===== config.mk =====
export PLATFORM = sky130hd
export DESIGN_NAME = mem_access
export DESIGN_NICKNAME = d
export VERILOG_FILES = /design/src/rtl/mem_pkg.sv /design/src/rtl/load_align.sv /design/src/rtl/mem_access.sv
export SDC_FILE = /design/constraint.sdc
export NUM_CORES = 1
export LEC_CHECK = 0
export CAP_MARGIN = 40
export CORE_UTILIZATION = 46
export DETAILED_ROUTE_END_ITERATION = 10
export PLACE_DENSITY = 0.82
export SYNTH_ARGS = -nofsm -noshare
export SYNTH_HDL_FRONTEND = slang
export SYNTH_HIERARCHICAL = 1
export SYNTH_SLANG_ARGS = --single-unit

===== constraint.sdc =====
create_clock -name clk -period 2.9 [get_ports clk]
set_clock_uncertainty 0.15 [all_clocks]
set_input_delay 0.58 -clock clk [delete_from_list [all_inputs] [get_ports clk]]
set_output_delay 0.58 -clock clk [all_outputs]
set_load 0.02 [all_outputs]

===== src/rtl/mem_pkg.sv =====
// rtl/mem_pkg.sv - shared constants and helpers for the memory-access stage
// Contents: op-class codes, RV32I load/store func3 codes, FSM state encoding,
//           legality/alignment check and store byte-lane enables.
package mem_pkg;

    // Op class carried from the execute stage
    localparam logic [1:0] NONE     = 2'd0;
    localparam logic [1:0] REGWRITE = 2'd1;
    localparam logic [1:0] LOAD     = 2'd2;
    localparam logic [1:0] STORE    = 2'd3;

    // RV32I load/store width codes
    localparam logic [2:0] F3_B  = 3'd0;
    localparam logic [2:0] F3_H  = 3'd1;
    localparam logic [2:0] F3_W  = 3'd2;
    localparam logic [2:0] F3_BU = 3'd4;
    localparam logic [2:0] F3_HU = 3'd5;

    // FSM state encoding
    localparam logic [0:0] IDLE = 1'b0;
    localparam logic [0:0] WAIT = 1'b1;

    // True when the access is a legal func3 for its op class and naturally aligned.
    function automatic logic access_ok(input logic [1:0] op, input logic [2:0] f3,
                                       input logic [1:0] lane);
        logic legal;
        logic aligned;
        if (op == LOAD) begin
            legal = (f3 == F3_B) || (f3 == F3_H) || (f3 == F3_W) ||
                    (f3 == F3_BU) || (f3 == F3_HU);
        end else begin
            legal = (f3 == F3_B) || (f3 == F3_H) || (f3 == F3_W);
        end
        // Bits [1:0] of func3 give the access size for every legal code
        case (f3[1:0])
            2'd1:    aligned = ~lane[0];
            2'd2:    aligned = (lane == 2'd0);
            default: aligned = 1'b1;
        endcase
        return legal && aligned;
    endfunction

    // Byte-lane enables for a store; only called for legal, aligned stores.
    function automatic logic [3:0] store_strb(input logic [2:0] f3, input logic [1:0] lane);
        logic [3:0] strb;
        case (f3[1:0])
            2'd0:    strb = 4'b0001 << lane;
            2'd1:    strb = 4'b0011 << lane;
            default: strb = 4'b1111;
        endcase
        return strb;
    endfunction

endpackage


===== src/rtl/load_align.sv =====
// rtl/load_align.sv - extracts and extends the addressed lane of a load word
// Ports: word   - full read word from memory
//        lane   - byte offset addr[1:0] of the load
//        func3  - load width/sign code
//        result - sign- or zero-extended load value
module load_align
    import mem_pkg::*;
#(
    parameter int XLEN = 32
) (
    input  logic [XLEN-1:0] word,
    input  logic [1:0]      lane,
    input  logic [2:0]      func3,
    output logic [XLEN-1:0] result
);

    logic [XLEN-1:0] shifted;

    // Bring the addressed byte/halfword down to bit 0
    assign shifted = word >> {lane, 3'b000};

    always_comb begin
        result = '0;
        case (func3)
            F3_B:    result = {{(XLEN-8){shifted[7]}}, shifted[7:0]};
            F3_H:    result = {{(XLEN-16){shifted[15]}}, shifted[15:0]};
            F3_W:    result = word;
            F3_BU:   result = {{(XLEN-8){1'b0}}, shifted[7:0]};
            F3_HU:   result = {{(XLEN-16){1'b0}}, shifted[15:0]};
            default: result = '0;
        endcase
    end

endmodule


===== src/rtl/mem_access.sv =====
// rtl/mem_access.sv - RV32I memory-access pipeline stage with single-outstanding request
// Ports: clk/reset                  - clock, synchronous active-high reset
//        inValid..inRd              - execute-stage bundle
//        stall                      - upstream hold while a request is outstanding
//        memReq..memStrb, memAck/memRdata - data-memory request/acknowledge
//        wbValid/wbRd/wbData        - registered write-back bundle
//        err                        - pulse for misaligned or illegal access
module mem_access
    import mem_pkg::*;
#(
    parameter int XLEN         = 32,
    parameter int RegAddrWidth = 5
) (
    input  logic                    clk,
    input  logic                    reset,
    input  logic                    inValid,
    input  logic [1:0]              inOp,
    input  logic [2:0]              inFunc3,
    input  logic [XLEN-1:0]         inAddr,
    input  logic [XLEN-1:0]         inStoreData,
    input  logic [RegAddrWidth-1:0] inRd,
    output logic                    stall,
    output logic                    memReq,
    output logic                    memWe,
    output logic [XLEN-1:0]         memAddr,
    output logic [XLEN-1:0]         memWdata,
    output logic [3:0]              memStrb,
    input  logic                    memAck,
    input  logic [XLEN-1:0]         memRdata,
    output logic                    wbValid,
    output logic [RegAddrWidth-1:0] wbRd,
    output logic [XLEN-1:0]         wbData,
    output logic                    err
);

    logic [0:0]              state_q,     state_d;
    logic                    mem_we_q,    mem_we_d;
    logic [XLEN-1:0]         mem_addr_q,  mem_addr_d;
    logic [XLEN-1:0]         mem_wdata_q, mem_wdata_d;
    logic [3:0]              mem_strb_q,  mem_strb_d;
    logic [2:0]              req_f3_q,    req_f3_d;
    logic [1:0]              req_lane_q,  req_lane_d;
    logic [RegAddrWidth-1:0] req_rd_q,    req_rd_d;
    logic                    wb_valid_q,  wb_valid_d;
    logic [RegAddrWidth-1:0] wb_rd_q,     wb_rd_d;
    logic [XLEN-1:0]         wb_data_q,   wb_data_d;
    logic                    err_q,       err_d;
    logic [XLEN-1:0]         load_data;

    load_align #(.XLEN(XLEN)) u_load_align (
        .word   (memRdata),
        .lane   (req_lane_q),
        .func3  (req_f3_q),
        .result (load_data)
    );

    always_comb begin
        state_d     = state_q;
        mem_we_d    = mem_we_q;
        mem_addr_d  = mem_addr_q;
        mem_wdata_d = mem_wdata_q;
        mem_strb_d  = mem_strb_q;
        req_f3_d    = req_f3_q;
        req_lane_d  = req_lane_q;
        req_rd_d    = req_rd_q;
        wb_valid_d  = 1'b0;
        wb_rd_d     = wb_rd_q;
        wb_data_d   = wb_data_q;
        err_d       = 1'b0;

        if (state_q == IDLE) begin
            // memAck in IDLE has no pending access to complete and is ignored
            if (inValid) begin
                case (inOp)
                    REGWRITE: begin
                        wb_valid_d = 1'b1;
                        wb_rd_d    = inRd;
                        wb_data_d  = inAddr;
                    end
                    LOAD, STORE: begin
                        if (access_ok(inOp, inFunc3, inAddr[1:0])) begin
                            state_d    = WAIT;
                            mem_we_d   = (inOp == STORE);
                            mem_addr_d = {inAddr[XLEN-1:2], 2'b00};
                            req_f3_d   = inFunc3;
                            req_lane_d = inAddr[1:0];
                            req_rd_d   = inRd;
                            if (inOp == STORE) begin
                                mem_strb_d = store_strb(inFunc3, inAddr[1:0]);
                                case (inFunc3[1:0])
                                    2'd0:    mem_wdata_d = {(XLEN/8){inStoreData[7:0]}};
                                    2'd1:    mem_wdata_d = {(XLEN/16){inStoreData[15:0]}};
                                    default: mem_wdata_d = inStoreData;
                                endcase
                            end else begin
                                mem_strb_d  = 4'b0000;
                                mem_wdata_d = '0;
                            end
                        end else begin
                            err_d = 1'b1;
                        end
                    end
                    default: ;
                endcase
            end
        end else begin
            if (memAck) begin
                state_d = IDLE;
                if (!mem_we_q) begin
                    wb_valid_d = 1'b1;
                    wb_rd_d    = req_rd_q;
                    wb_data_d  = load_data;
                end
            end
        end
    end

    always_ff @(posedge clk) begin
        if (reset) begin
            state_q     <= IDLE;
            mem_we_q    <= 1'b0;
            mem_addr_q  <= '0;
            mem_wdata_q <= '0;
            mem_strb_q  <= 4'b0000;
            req_f3_q    <= 3'd0;
            req_lane_q  <= 2'd0;
            req_rd_q    <= '0;
            wb_valid_q  <= 1'b0;
            wb_rd_q     <= '0;
            wb_data_q   <= '0;
            err_q       <= 1'b0;
        end else begin
            state_q     <= state_d;
            mem_we_q    <= mem_we_d;
            mem_addr_q  <= mem_addr_d;
            mem_wdata_q <= mem_wdata_d;
            mem_strb_q  <= mem_strb_d;
            req_f3_q    <= req_f3_d;
            req_lane_q  <= req_lane_d;
            req_rd_q    <= req_rd_d;
            wb_valid_q  <= wb_valid_d;
            wb_rd_q     <= wb_rd_d;
            wb_data_q   <= wb_data_d;
            err_q       <= err_d;
        end
    end

    // The request is outstanding for exactly the WAIT state, so reset drops it on the next edge
    assign memReq   = (state_q == WAIT);
    assign stall    = (state_q == WAIT);
    assign memWe    = mem_we_q;
    assign memAddr  = mem_addr_q;
    assign memWdata = mem_wdata_q;
    assign memStrb  = mem_strb_q;
    assign wbValid  = wb_valid_q;
    assign wbRd     = wb_rd_q;
    assign wbData   = wb_data_q;
    assign err      = err_q;

endmodule


-- Word level (Yosys, flattened, before mapping)
Cells that the tools add are included.
- equality and inequality tests: 15
- shifts and indexed selects: 3
- mux-type cells: 34
- bitwise logic cells: 4
- reductions and logical operators: 15
- operators with widths (cell ; number):
    $mux W32 ; 6
    $pmux W32 S5 ; 1
    $pmux W32 S2 ; 1
    $shr A32 B5 Y16 ; 1
    $mux W5 ; 5
    $mux W1 ; 18
    $eq A3 B3 Y1 const B ; 4
    $pmux W4 S2 ; 1
    $reduce_and A4 Y1 ; 2
    $eq A2 B2 Y1 const B ; 3
    $eq A3 B1 Y1 const B ; 2
    $eq A3 B2 Y1 const B ; 2
    $logic_not A3 Y1 ; 2
    $eq A2 B1 Y1 const B ; 2
    $logic_not A2 Y1 ; 2
    $logic_or A1 B1 Y1 ; 4
    $mux W4 ; 1
    $ne A2 B2 Y1 const B ; 2
    $not A1 Y1 ; 4
    $reduce_bool A2 Y1 ; 2
    $reduce_or A4 Y1 ; 1
    $shl A1 B2 Y4 const A ; 1
    $shl A2 B2 Y4 const A ; 1
    $pmux W1 S2 ; 1
    other kinds (2) ; 2
- flip-flop bits (word level): 117
- output and inout bits: 110

-- Logic depth before layout (Yosys ltp)
- word-level depth: 14
- gate-level depth with buffers: 9
- gate-level depth less buffers: 6

-- Hierarchy
Netlist, hierarchy kept.
- by module, submodules not included (module ; times used ; cells an instance ; area an instance (um2)):
    mem_access ; 1 ; 558 ; 5355.1
    load_align ; 1 ; 114 ; 837.1

-- Least setup slack after synthesis
Ideal clock, no wire load.
- kind: input -> register
- start: input port inFunc3[0]
- end: register mem_wdata_q[16], in the netlist memWdata[16]
- setup time: 0.117 ns
- arrival time: 1.953 ns
- required time: 2.633 ns
- slack: 0.681 ns
- stages: 8
- buffers on the path: 2
- path through: inv_1 > ha_1 > and2b_4 > o211a_1 > buf_2 > a31oi_4 > buf_4 > a22o_1
- cells in the longest elaborated chain, start to end: 11
- elaborated cells between the ends (all ways): 24
- RTL lines (what ; RTL line ; text):
    from (decl) ; mem_access.sv:18 ; input logic [2:0] inFunc3,
    $eq A3 B1 Y1 or $logic_not A3 Y1 (tied branches) ; mem_pkg.sv:29, mem_pkg.sv:32 ;
    $logic_or A1 B1 Y1 (2 in series) ; mem_pkg.sv:29, mem_pkg.sv:32 ;
    $logic_or A1 B1 Y1 ; mem_pkg.sv:29 ; legal = (f3 == F3_B) || (f3 == F3_H) || (f3 == F3_W) ||
    $logic_or A1 B1 Y1 ; mem_pkg.sv:30 ; (f3 == F3_BU) || (f3 == F3_HU);
    $mux W1 ; mem_pkg.sv:28 ; if (op == LOAD) begin
    $mux W1 ; mem_access.sv:74 ; case (inOp)
    $mux W1 ; mem_access.sv:73 ; if (inValid) begin
    $mux W1 ; mem_access.sv:71 ; if (state_q == IDLE) begin
    $logic_and A1 B1 Y1 ; mem_pkg.sv:40 ; return legal && aligned;
    $reduce_and A4 Y1 (no source line) ; n/a ;
    to (signal assigned) ; mem_access.sv:136 ; mem_wdata_q <= mem_wdata_d;
    to (decl) ; mem_access.sv:39 ; logic [XLEN-1:0] mem_wdata_q, mem_wdata_d;
Parallel ways exist; a longest one is shown, timed or not. The select of a mux whose other input is x is not followed.
A chain may end at the register's enable or synchronous reset.

-- Worst setup path after layout
- start: input port inFunc3[1]
- end: register mem_wdata_q[5], in the netlist memWdata[5]
- cells in the longest elaborated chain, start to end: 11
- elaborated cells between the ends (all ways): 21
- RTL lines (what ; RTL line):
    $eq A3 B1 Y1 or $logic_not A3 Y1 (tied branches) ; mem_pkg.sv:29, mem_pkg.sv:32
    $logic_or A1 B1 Y1 (2 in series) ; mem_pkg.sv:29, mem_pkg.sv:32
    $logic_or A1 B1 Y1 ; mem_pkg.sv:29
    $logic_or A1 B1 Y1 ; mem_pkg.sv:30
    $mux W1 ; mem_pkg.sv:28
    $mux W1 ; mem_access.sv:74
    $mux W1 ; mem_access.sv:73
    $mux W1 ; mem_access.sv:71
    $logic_and A1 B1 Y1 (*) ; mem_pkg.sv:40
    $reduce_and A4 Y1 (no source line) (*) ; n/a
Every way passes the cells marked *; elsewhere a longest branch is shown, timed or not. The select of a mux whose other input is x is not followed.

==> metrics.yaml <==
worstPathCellList: "clkdlybuf4s50_1 -> inv_1 -> buf_4 -> ha_1 -> or2_1 -> o211ai_4 -> buf_4 -> nor3_4 -> buf_12 -> mux2i_1"
drc: 0
p_leak_nw: 3.043
cpMaxStageDelayCell: "clkdlybuf4s50_1"
rsz0062_at_grt: "no"
fin_util: 0.6843
internal-power_mw: 3.427
use_met2: 0.4974
gr-usage-met3: 0.08382
cts_buffers: 17
ant_nets: 0
die_area_um2: 13930
reg2reg_depth: 6
cts_setup_buffers: 0
synth-seq-area-share: 0.3783
firstDrtPassIters: 5
portBuffers: 217
cts_resized: 0
hp-class: "flop to flop"
synth_cell_type_count: 54
ir_drop_uv: 310.9
cp-start-kind: "input pin"
nNetsFinal: 974
fillCellCount: 1009
drv_cap: 0
power_mw: 4.672
crit_path_max_incr_delay_ns: 0.50
reg2reg_from: "req_f3_q[1]"
end_kind: "flop"
max_freq_mhz: 361.4
fin_cells: 1049
regToRegSetupSlack_ns: 0.73
io_pins: 220
preCtsSetupSlack_ns: -0.2657
synthArstFlopShare: 0
core-area_um2: 13190
gp_congestion: 0.8912
synth-main-ff-cell: "dfxtp_1"
reg2reg_to: "wbData[15]"
cts_tree: "yes"
drive_gt1_frac: 0.09851
grt_pass1_vias: 6043
dr_total_vias: 6536
post-route-period-util: 0.9542
syn_inst: 672
setup_violations: 0
min_from: "memWdata[3]"
place_inst: 1018
combPwrFrac: 0.183
antennaDiodeCount: 0
met1_usage: 0.3574
wl_per_cell_um: 20.55
arrival_ns: 2.91
rows: 42
cpMostUsedCell: "buf_4"
top_usage_layer: "met2"
seq_power_share: 0.363
ys_warn_count: 6
clk_pin_slew_ns: 0.06
outcome: "completed"
worst_pin_slew_ns: 0.6942
holdBufCountCts: 0
avgSynthCellArea_um2: 9.215
hold_viol_final: 0
worst_hold_path.endpoint: "memWdata[3]"
finalCriticalPeriod_ns: 2.767
slew-limit-headroom: 0.5367
p_sw_mw: 1.245
fin_tns_setup_ns: 0
synth_area_um2: 6192
ys_ff_latch: 117
switching_share: 0.2665
multi_input_area_um2: 3388
area_growth_pct: 45.77
wirelength_um: 21560
vias_per_cell: 6.231
seqCellArea_um2: 2344
grt_max_degree: 76
overflow: 0
critical_path_class: "input pin to flop"
cp_data_required_time_ns: 3.04
cts.path.max_buffers: 2
cts_root_buffer: "clkbuf_16"
antenna_found_initial: 0
finalMaxSlewViolations: 0
clock-sinks: 117
drt_iter0_drc: 763
p_clk_frac: 0.454
synth_edf_count: 0
fin_ws_ns: 0.1330
p_per_area_nw_per_um2: 517.6
grt_util_all_layers: 0.2953
dp_hpwl_um: 15060
min_path_cells: 2
start_util: 0.4695
worstPathMaxFanout: 48
clk_latency_ns: 0.41
die_y_um: 118.0
h-tree-depth: 4
fp.dieW_um: 118.0
grt_pass1_wl_um: 32300
==> layout make-up <==
type / count / share of cell area
sequential: 117 / 0.2596
timing repair buffer: 249 / 0.2727
multi-input combinational: 470 / 0.3754
clock inverter: 10 / 0.01442
inverter: 6 / 0.002495
clock buffer: 21 / 0.05101
tap: 176 / 0.02440
==> routing by layer <==
layer	vias up	routed length [µm]
met1	3116	8595
met2	428	10400
met4	0	512
met3	47	2046
met5	-	0
li1	2945	-
==> power groups by stage <==
stage	Combinational (mW)	Sequential (mW)	Clock, mW
after floorplan	0.395	1.78	0
after global placement	0.816	1.73	0
after detailed placement	0.836	1.73	0
after CTS	0.843	1.69	2.13
after global routing	0.896	1.70	2.21
final	0.856	1.69	2.12
==> synthesized netlist by cell type (2+ instances only) <==
| master | n | area (µm²) |
|---|---|---|
| a21oi_1 | 44 | 220.2 |
| ha_1 | 3 | 37.54 |
| buf_4 | 18 | 135.1 |
| nand4_1 | 40 | 250.2 |
| clkbuf_1 | 23 | 86.33 |
| or3_1 | 16 | 100.1 |
| o311ai_0 | 7 | 61.31 |
| nand2_1 | 43 | 161.4 |
| buf_6 | 8 | 90.09 |
| a32o_1 | 20 | 200.2 |
| nor2b_1 | 5 | 31.28 |
| nor2_1 | 40 | 150.1 |
| mux2i_1 | 58 | 580.6 |
| dfxtp_1 | 117 | 2342 |
| a31o_2 | 2 | 17.52 |
| a211oi_1 | 38 | 285.3 |
| o311ai_1 | 4 | 35.03 |
| a22o_1 | 10 | 87.58 |
| a22oi_1 | 12 | 90.09 |
| nor3b_1 | 2 | 15.01 |
| nand2b_1 | 5 | 31.28 |
| buf_2 | 30 | 150.1 |
| nand3_1 | 10 | 50.05 |
| o21ai_0 | 4 | 20.02 |
| mux4_2 | 4 | 90.09 |
| a211o_1 | 7 | 61.31 |
| nand3b_1 | 8 | 60.06 |
| inv_1 | 6 | 22.52 |
| o31ai_1 | 47 | 352.8 |
| o21ai_1 | 17 | 85.08 |
==> state kept, by name, summed over array words and instances, names as in the netlist <==
register and count:
err 1, memAddr 30, memReq 1, memStrb 4
memWdata 32, memWe 1, req_f3_q 3, req_lane_q 2
req_rd_q 5, wbData 32, wbRd 5, wbValid 1
==> cell usage in the layout, fill, tap and decap left out, types with 3 or more instances in the layout <==
cell type,Yosys,layout
clkinv_2,0,5
o311ai_1,4,4
inv_1,6,6
dfxtp_1,117,116
bufinv_16,0,3
a211oi_1,38,38
nand3_1,10,10
o21ai_1,17,17
clkdlybuf4s50_1,0,216
clkbuf_16,0,17
buf_12,0,4
a32o_1,20,20
a21oi_1,44,44
buf_4,18,27
nand2b_1,5,5
ha_1,3,3
nor2_1,40,40
o31ai_1,47,47
mux4_2,4,4
nor2b_1,5,5
nand4_1,40,40
o21ai_0,4,4
o311ai_0,7,7
a22oi_1,12,12
a211o_1,7,7
nand2_1,43,43
nand3b_1,8,8
mux2i_1,58,58
or3_1,16,16
a22o_1,10,10
==> stage by stage <==
step | cell area [µm²] | hold slack [ns]
CTS | 9026 | 0.3121
detailed placement | 8436 | 0.2960
finish | 9026 | 0.3157
global route | 9026 | 0.3223
floorplan | 6196 | 0.2950
global placement | 8424 | 0.2975
==> critical path: cells and delay by family <==
family,cells,cell delay (ns)
AOI/OAI and AO/OA,1,0.22
and+or+nand+nor,2,0.39
buffers and inverters,5,1.38
adders and majority gates,1,0.20
muxes,1,0.12
==> worst max path at each step <==
stage | depth (start not counted) | slack, ns | start | endpoint
floorplan | 8 | 0.68 | inFunc3[0] | memWdata[16]
global placement | 7 | -0.29 | inFunc3[0] | memWdata[27]
detailed placement | 10 | -0.27 | inFunc3[1] | memWdata[5]
CTS | 10 | 0.15 | inFunc3[1] | memWdata[5]
global route | 10 | 0.06 | inFunc3[1] | memWdata[5]
finish | 10 | 0.13 | inFunc3[1] | memWdata[5]
==> logic make-up after synthesis <==
| logic type | after synthesis | share of synthesized area |
|---|---|---|
| AO/OA/AOI/OAI | 220 | 0.2647 |
| adder cells (fa/ha/maj) | 3 | 0.006062 |
| buffers and inverters | 86 | 0.07880 |
| flip-flops | 117 | 0.3783 |
| multiplexers | 64 | 0.1144 |
| other | 1 | 0.0006056 |
| AND/OR/NAND/NOR | 181 | 0.1572 |
Power figures use the tool's default switching activity.
